### src/rtl/pipe_regfile_scoreboard_if.sv
// Bundle between the decode/write-back stages and the register file scoreboard.
//   rd_addr/rd_data/rd_busy : NUM_RD packed read ports (port i at [i*W +: W])
//   wr_en/wr_addr/wr_data   : write-back port, also retires one pending producer
//   iss_valid/iss_addr      : decode registers a new producer; iss_ready accepts it
//   flush                   : drop every pending producer
//   any_busy                : some register still has a pending producer
// master = pipeline side, slave = register file.
interface pipe_regfile_scoreboard_if #(
  parameter int unsigned DATA_W = 32,
  parameter int unsigned ADDR_W = 5,
  parameter int unsigned NUM_RD = 2
);
  logic [NUM_RD*ADDR_W-1:0] rd_addr;
  logic [NUM_RD*DATA_W-1:0] rd_data;
  logic [NUM_RD-1:0]        rd_busy;
  logic                     wr_en;
  logic [ADDR_W-1:0]        wr_addr;
  logic [DATA_W-1:0]        wr_data;
  logic                     iss_valid;
  logic [ADDR_W-1:0]        iss_addr;
  logic                     iss_ready;
  logic                     flush;
  logic                     any_busy;

  modport master (
    output rd_addr, wr_en, wr_addr, wr_data, iss_valid, iss_addr, flush,
    input  rd_data, rd_busy, iss_ready, any_busy
  );

  modport slave (
    input  rd_addr, wr_en, wr_addr, wr_data, iss_valid, iss_addr, flush,
    output rd_data, rd_busy, iss_ready, any_busy
  );
endinterface

### src/rtl/pipe_regfile_scoreboard.sv
// GPR file with r0 hardwired to zero, same-cycle write-to-read bypass and a
// per-register pending-write counter used for load-use stall detection.
// Ports:
//   clock : rising-edge clock
//   reset : synchronous active-high reset (clears registers and counters)
//   bus   : slave side of pipe_regfile_scoreboard_if (read, write-back, issue, flush)
module pipe_regfile_scoreboard #(
  parameter int unsigned DATA_W   = 32,
  parameter int unsigned ADDR_W   = 5,
  parameter int unsigned NUM_RD   = 2,
  parameter int unsigned MAX_PEND = 3
) (
  input logic                      clock,
  input logic                      reset,
  pipe_regfile_scoreboard_if.slave bus
);
  localparam int unsigned NumRegs = 2 ** ADDR_W;
  localparam int unsigned CNT_W   = $clog2(MAX_PEND + 1);
  localparam logic [CNT_W-1:0] MaxPendC = CNT_W'(MAX_PEND);
  localparam logic [CNT_W-1:0] OneC     = CNT_W'(1);

  logic [DATA_W-1:0] regs_q [NumRegs];
  logic [CNT_W-1:0]  cnt_q  [NumRegs];
  logic [CNT_W-1:0]  cnt_d  [NumRegs];

  logic [NUM_RD*DATA_W-1:0] rd_data;
  logic [NUM_RD-1:0]        rd_busy;
  logic                     iss_ready;
  logic                     iss_fire;
  logic                     any_busy;

  // Issue acceptance: a full counter still accepts if write-back frees a slot this cycle.
  logic [CNT_W-1:0] iss_cnt;
  logic             iss_wr_hit;
  assign iss_cnt    = cnt_q[bus.iss_addr];
  assign iss_wr_hit = bus.wr_en && (bus.wr_addr == bus.iss_addr);
  assign iss_ready  = reset || (bus.iss_addr == '0) || (iss_cnt < MaxPendC) ||
                      (iss_wr_hit && (iss_cnt != '0));
  assign iss_fire   = bus.iss_valid && iss_ready && !reset;

  // Scoreboard next state; r0 is never counted.
  always_comb begin
    cnt_d[0] = '0;
    for (int unsigned r = 1; r < NumRegs; r++) begin
      logic inc;
      logic dec;
      inc = iss_fire && (bus.iss_addr == ADDR_W'(r));
      dec = bus.wr_en && (bus.wr_addr == ADDR_W'(r)) && (cnt_q[r] != '0);
      cnt_d[r] = cnt_q[r];
      if (bus.flush) begin
        cnt_d[r] = '0;
      end else if (inc && !dec) begin
        cnt_d[r] = cnt_q[r] + OneC;
      end else if (dec && !inc) begin
        cnt_d[r] = cnt_q[r] - OneC;
      end
    end
  end

  always_ff @(posedge clock) begin
    if (reset) begin
      for (int unsigned r = 0; r < NumRegs; r++) begin
        regs_q[r] <= '0;
        cnt_q[r]  <= '0;
      end
    end else begin
      if (bus.wr_en && (bus.wr_addr != '0)) begin
        regs_q[bus.wr_addr] <= bus.wr_data;
      end
      for (int unsigned r = 0; r < NumRegs; r++) begin
        cnt_q[r] <= cnt_d[r];
      end
    end
  end

  // Read ports: outputs are forced quiet while reset is held so nothing bypasses.
  for (genvar i = 0; i < NUM_RD; i++) begin : g_rd
    logic [ADDR_W-1:0] addr;
    logic [CNT_W-1:0]  cnt;
    logic              wr_hit;
    assign addr   = bus.rd_addr[i*ADDR_W +: ADDR_W];
    assign cnt    = cnt_q[addr];
    assign wr_hit = bus.wr_en && (bus.wr_addr == addr);

    assign rd_data[i*DATA_W +: DATA_W] = (reset || addr == '0) ? '0 :
                                         wr_hit                ? bus.wr_data :
                                                                 regs_q[addr];
    // The last outstanding producer retiring this cycle releases the reader immediately.
    assign rd_busy[i] = !reset && (addr != '0) && (cnt != '0) && !(wr_hit && cnt == OneC);
  end

  always_comb begin
    any_busy = 1'b0;
    for (int unsigned r = 1; r < NumRegs; r++) begin
      any_busy = any_busy | (cnt_q[r] != '0);
    end
    any_busy = any_busy && !reset;
  end

  assign bus.rd_data   = rd_data;
  assign bus.rd_busy   = rd_busy;
  assign bus.iss_ready = iss_ready;
  assign bus.any_busy  = any_busy;
endmodule
### src/flat_wrapper.sv
// flat-port wrapper written by rule: the top's interface ports become plain ports
module pipe_regfile_scoreboard_flat 
#(
  parameter int unsigned DATA_W   = 32,
  parameter int unsigned ADDR_W   = 5,
  parameter int unsigned NUM_RD   = 2,
  parameter int unsigned MAX_PEND = 3
)
  (clock, reset, bus_rd_addr, bus_wr_en, bus_wr_addr, bus_wr_data, bus_iss_valid, bus_iss_addr, bus_flush, bus_rd_data, bus_rd_busy, bus_iss_ready, bus_any_busy);
  pipe_regfile_scoreboard_if #(.DATA_W(DATA_W), .ADDR_W(ADDR_W), .NUM_RD(NUM_RD)) bus_i ();
  input logic clock;
  input logic reset;
  input wire logic [$bits(bus_i.rd_addr)-1:0] bus_rd_addr;
  input wire logic [$bits(bus_i.wr_en)-1:0] bus_wr_en;
  input wire logic [$bits(bus_i.wr_addr)-1:0] bus_wr_addr;
  input wire logic [$bits(bus_i.wr_data)-1:0] bus_wr_data;
  input wire logic [$bits(bus_i.iss_valid)-1:0] bus_iss_valid;
  input wire logic [$bits(bus_i.iss_addr)-1:0] bus_iss_addr;
  input wire logic [$bits(bus_i.flush)-1:0] bus_flush;
  output wire logic [$bits(bus_i.rd_data)-1:0] bus_rd_data;
  output wire logic [$bits(bus_i.rd_busy)-1:0] bus_rd_busy;
  output wire logic [$bits(bus_i.iss_ready)-1:0] bus_iss_ready;
  output wire logic [$bits(bus_i.any_busy)-1:0] bus_any_busy;
  assign bus_i.rd_addr = bus_rd_addr;
  assign bus_i.wr_en = bus_wr_en;
  assign bus_i.wr_addr = bus_wr_addr;
  assign bus_i.wr_data = bus_wr_data;
  assign bus_i.iss_valid = bus_iss_valid;
  assign bus_i.iss_addr = bus_iss_addr;
  assign bus_i.flush = bus_flush;
  assign bus_rd_data = bus_i.rd_data;
  assign bus_rd_busy = bus_i.rd_busy;
  assign bus_iss_ready = bus_i.iss_ready;
  assign bus_any_busy = bus_i.any_busy;
  pipe_regfile_scoreboard #(.DATA_W(DATA_W), .ADDR_W(ADDR_W), .NUM_RD(NUM_RD), .MAX_PEND(MAX_PEND)) u_core (.clock(clock), .reset(reset), .bus(bus_i));
endmodule
### config.mk
export PLATFORM = sky130hd
export DESIGN_NAME = pipe_regfile_scoreboard_flat
export DESIGN_NICKNAME = d
export VERILOG_FILES = /design/src/rtl/pipe_regfile_scoreboard_if.sv /design/src/rtl/pipe_regfile_scoreboard.sv /design/src/flat_wrapper.sv
export SDC_FILE = /design/constraint.sdc
export NUM_CORES = 2
export LEC_CHECK = 0
export BUFFER_PORTS_ARGS = -buffer_cell sky130_fd_sc_hd__buf_2
export CORE_MARGIN = 2
export CORE_UTILIZATION = 41
export CTS_BUF_LIST = sky130_fd_sc_hd__clkbuf_4 sky130_fd_sc_hd__clkbuf_8
export CTS_CLUSTER_SIZE = 12
export DETAILED_ROUTE_END_ITERATION = 7
export GPL_ROUTABILITY_DRIVEN = 0
export PLACE_DENSITY = 0.54
export SETUP_SLACK_MARGIN = 0.1
export SYNTH_ARGS = -nofsm -noshare
export SYNTH_HDL_FRONTEND = slang
export SYNTH_SLANG_ARGS = --single-unit
### constraint.sdc
create_clock -name clock -period 6.05 [get_ports clock]
set_input_delay 0.3025 -clock clock [delete_from_list [all_inputs] [get_ports clock]]
set_output_delay 0.3025 -clock clock [all_outputs]
set_load 0.02 [all_outputs]
Word-level counts from Yosys, hierarchy flattened
Memories as Yosys holds them, arrays and structs flattened.
Index checks and enable logic that the tools add are counted.
{"block": "classes", "addsub": 62, "n_lt_le_gt_ge": 1, "n_eq_ne": 67, "mux": 138, "bitwise_logic": 62, "reduce_logical": 282}
{"operator": "$mux 2", "count": 125}
{"operator": "$logic_and 1x1->1", "count": 171}
{"operator": "$eq 5x5->1 const B", "count": 32}
{"operator": "$mux 32", "count": 5}
{"operator": "$eq 5x4->1 const B", "count": 16}
{"operator": "$reduce_bool 2->1", "count": 34}
{"operator": "$logic_not 1->1", "count": 65}
{"operator": "$add 2x1->2 const B", "count": 31}
{"operator": "$or 1x1->1", "count": 62}
{"operator": "$sub 2x1->2 const B", "count": 31}
{"operator": "$eq 5x3->1 const B", "count": 8}
{"operator": "$reduce_or 32->1", "count": 1}
{"operator": "$eq 5x2->1 const B", "count": 4}
{"operator": "$eq 5x5->1", "count": 3}
{"operator": "$logic_not 5->1", "count": 3}
{"operator": "$reduce_bool 5->1", "count": 3}
{"operator": "$eq 5x1->1 const B", "count": 2}
{"operator": "$mux 1", "count": 7}
{"operator": "$logic_or 1x1->1", "count": 5}
{"operator": "$mux 5", "count": 1}
{"operator": "$eq 2x1->1 const B", "count": 2}
{"operator": "$lt 2x2->1 const B", "count": 1}
{"block": "word_totals", "register_bits": 0, "ramBits": 1088, "inputBits": 57, "out_inout_bits": 68, "elab_cells": 614, "mem_count": 2}
{"name": "u_core.regs_q", "depth": 32, "word_bits": 32, "read_ports": 2, "rd_clocked_by_memory_dff": 0, "write_ports": 32, "line_no": "pipe_regfile_scoreboard.sv:22", "source": "logic [DATA_W-1:0] regs_q [NumRegs];"}
{"name": "u_core.cnt_q", "depth": 32, "word_bits": 2, "read_ports": 34, "rd_clocked_by_memory_dff": 0, "write_ports": 32, "line_no": "pipe_regfile_scoreboard.sv:23", "source": "logic [CNT_W-1:0] cnt_q [NumRegs];"}

Depth between registers and ports, before layout
An unclocked memory read counts as a cell.
{"block": "logic_depth", "depth_word": 33, "mapped_depth": 11}

Worst setup path after synthesis
Ideal clock, no wire load.
{"block": "synth_timing", "path_kind": "input port to flip-flop", "startpoint": "in bus_wr_addr[0]", "endpoint": "mem u_core.regs_q[16][0], enable pin", "setup_time_ns": 0.466, "arrival_ns": 3.514, "required_time_ns": 5.584, "path_slack_ns": 2.070, "cell_stages": 4, "cell_sequence": "buf_2 > or4_1 > clkbuf_1 > o21ai_0"}
{"item": "start, declared", "line_no": "flat_wrapper.sv:15", "source": "input wire logic [$bits(bus_i.wr_addr)-1:0] bus_wr_addr;"}
{"item": "end, declared", "line_no": "pipe_regfile_scoreboard.sv:22"}

Final worst setup path
{"block": "layout_timing", "startpoint": "in bus_rd_addr[8]", "endpoint": "out bus_rd_data[44]"}
{"block": "layout_via", "elab_chain_cells": 4}
{"item": "start, declared", "line_no": "flat_wrapper.sv:13", "source": "input wire logic [$bits(bus_i.rd_addr)-1:0] bus_rd_addr;"}
{"item": "parallel branches: the longest is 3 deep, another holds $mem_v2 32x32"}
{"item": "$mux 32 (*)", "line_no": "pipe_regfile_scoreboard.sv:85", "source": "assign rd_data[i*DATA_W +: DATA_W] = (reset || addr == '0) ? '0 :"}
{"item": "end, declared", "line_no": "flat_wrapper.sv:20", "source": "output wire logic [$bits(bus_i.rd_data)-1:0] bus_rd_data;"}
Every way passes the cells marked *.

==> impl_metrics.tcl <==
set metrics [dict create \
    status "complete, no violations" \
    setup_tns_ps 0 \
    drv_cap 0 \
    antenna_found_initial 33 \
    chipHeight_um 390.6 \
    die_area_um2 152500 \
    cts_setup_buffers 0 \
    slew_violations 0 \
    pin_count 125 \
    worst_pin_slew_ps 1388 \
    cp.buffers_inverters 3 \
    slowest_delay_ps 960 \
    fin_crit_ps 4079 \
    skew_ps 13.90 \
    wl_um 233100 \
    grt_first_pass_wirelength_um 323900 \
    synth_warnings 0 \
    fin_util_pct 45.84 \
    final_hold_viol_count 0 \
    synth_top_area_share_pct 50.19 \
    area_growth_pct 10.74 \
    cts-htree-levels 4 \
    clock_latency_ps 920 \
    grt_max_degree 107 \
    crit_top_cell "buf_2" \
    critPathKind "primary input to output pin" \
    port_buffers 124 \
    critPathCaptureType "output pin" \
    slew-limit-headroom_pct 6.459 \
    grt_overflow 0 \
    final_layout_size_suffix_gt1_share_pct 26.54 \
    setup_violations 0 \
    synth_compound_area_share_pct 5.234 \
    leakage_nw 23.38 \
    synth_top_cell_by_area "edfxtp_1" \
    fillerInstances 13110 \
    max_freq_mhz 245.2 \
    finalNonFillerCells 6533 \
    cp_max_fo 24 \
    powerDensity_nw_per_um2 265.8 \
    rsz0062_at_grt "no" \
    dp_hpwl_um 137000 \
    start_util_pct 41.39 \
    synth_ff_type "edfxtp_1" \
    multiInputGateArea_um2 27770 \
    synthAdderAreaFrac_pct 0.6331 \
    die_x_um 390.6 \
    postRouteAntennaNets 0 \
    ir_worst_vdd_mv 0.1871 \
    grtUsageTotal_pct 30.47 \
    numClockSinks 1086 \
    power.total_mw 18.04 \
    hold_path_depth 2 \
    nNetsFinal 4506 \
    grt_pass1_vias 40810 \
    synth_commonest_cells "edfxtp_1 (1024), and2_1 (998), mux4_2 (513), clkbuf_1 (331), mux2i_1 (201)" \
    via_per_inst 6.358 \
    drc 0 \
    routedWlPerCell_um 35.68 \
    core_area_um2 148000 \
    synth_cells 4414 \
    crit_family "simple AND/OR/NAND/NOR gates" \
    synth_edf_count 1024 \
    rr_endpoint "u_core.cnt_q[3][1]" \
    period_share_pct 67.42 \
    root_buffer "clkbuf_8" \
    clkTransAtPathRegs_ps 60 \
    worstHoldStart "bus_wr_data[17]" \
    cts_made_buffers 193 \
    yosysSeqAreaShare_pct 52.21 \
    num_rows 141 \
    clockBufferDepth 3 \
    cp_cell_sequence "buf_2, xor2_1, nor4_2, and3_2, buf_4, nand2_1, o21ai_0, buf_2" \
    async_reset_ff_share_pct 0 \
    place_inst 6138 \
    synth-xor-area-share_pct 1.101 \
    synth_top_family_by_area "multiplexers" \
    critPathSlowestCell "and3_2" \
    final-seq-area_um2 31990 \
    route.vias.total 41540 \
    synth.most_common_cell "edfxtp_1" \
    drt_first_pass_iters 5 \
    worstSetupStartpointType "primary input" \
    ys_types 63 \
    whs_endpoint "u_core.regs_q[12][17]" \
    r2r_cells 8 \
    cts_resized 0 \
    synthTopCellsByArea "edfxtp_1 (50%), mux4_2 (19%), and2_1 (10%)" \
    r2r_start "u_core.cnt_q[4][0]" \
    cts_tree "yes" \
    hp-class "primary input to flop" \
    hold_buffers 15 \
    rrSetupSlack_ps 2940 \
    drt_iter0_drc 5915 \
    cp.required_ps 5750 \
    ys_seq_elements 1086 \
    synth.avg_cell_area_um2 13.88 \
    syn_area_um2 61270 \
    synthSimpleGateAreaFrac_pct 13.51 \
    arrival_ps 3780 \
    muxShareOfSynthArea_pct 23.69 \
]
cell families after synthesis:
kind of cell / Yosys count
and+or+nand+nor: 1436
DFF: 1086
muxes: 798
AOI/OAI and AO/OA: 499
buffers and inverters: 486
xor gates and xnor gates: 77
adders and majority gates: 31
other: 1
stage by stage:
stage	hold WS, ps	instance area (µm²)	worst slack (ps)
2_1_floorplan	490.5	61380	2070
3_3_place_gp	543.6	63940	2131
3_5_place_dp	553.5	63940	2132
4_1_cts	6.593	67780	2128
5_1_grt	37.16	67800	1902
6_report	71.67	67850	1971
metal layers:
layer	global-route usage [%]	routed length, µm	up-vias	part of all wire [%]
li1	-	-	16870	-
met1	41.40	92050	21600	39
met2	47.50	107400	2597	46
met3	7.219	24770	465	11
met4	11.52	8839	4	3.8
met5	0	20	-	0.0086
layout make-up:
class,count,area share (%)
Inverter,4,0.02582
Antenna cell,25,0.09221
Sequential cell,1086,47.15
Tap cell,1930,3.559
Clock buffer,266,4.797
Timing Repair Buffer,260,2.792
Multi-Input combinational cell,2873,40.94
Clock inverter,89,0.6473
sequential cells by signal, indices dropped and copies added, names as in the netlist:
signal	flops
u_core.cnt_q	62
u_core.regs_q	1024
placed cells by master, fill, tap and decap left out, drive strengths merged, types with 5 or more instances in the layout:
cell type	Yosys	final
a211oi	58	58
a21oi	81	81
a221o	13	13
a22oi	5	5
a32o	31	31
and2	998	998
and3	5	5
buf	151	244
clkbuf	331	267
clkinv	0	78
conb	1	32
dfxtp	62	62
diode	0	25
dlygate4sd3	0	15
edfxtp	1024	1024
ha	31	31
inv	4	12
mux2	84	84
mux2i	201	201
mux4	513	513
nand2	154	154
nand3	20	20
nand4	7	7
nor2	116	116
nor2b	14	14
nor3	38	38
nor3b	6	6
nor4	22	22
o211ai	45	45
o21ai	183	183
o221ai	21	21
o22ai	41	41
or2	7	7
or3	33	33
xor2	73	73
worst max path at each step:
stage               cells after the start      startpoint                    to
floorplan                               4  bus_wr_addr[0]  u_core.regs_q[16][0]
global placement                        7  bus_rd_addr[5]       bus_rd_data[45]
detailed placement                      8  bus_rd_addr[8]       bus_rd_data[44]
CTS                                     8  bus_rd_addr[8]       bus_rd_data[44]
global route                            8  bus_rd_addr[8]       bus_rd_data[44]
finish                                  8  bus_rd_addr[8]       bus_rd_data[44]
report_power, final:
part           internal (mW)  leakage (nW)  switching [mW]
clock                   3.48          1.96            3.31
combinational          0.927          11.2            1.49
sequential              8.61          10.2           0.209
Note: power is estimated with default switching activity, not from simulation.
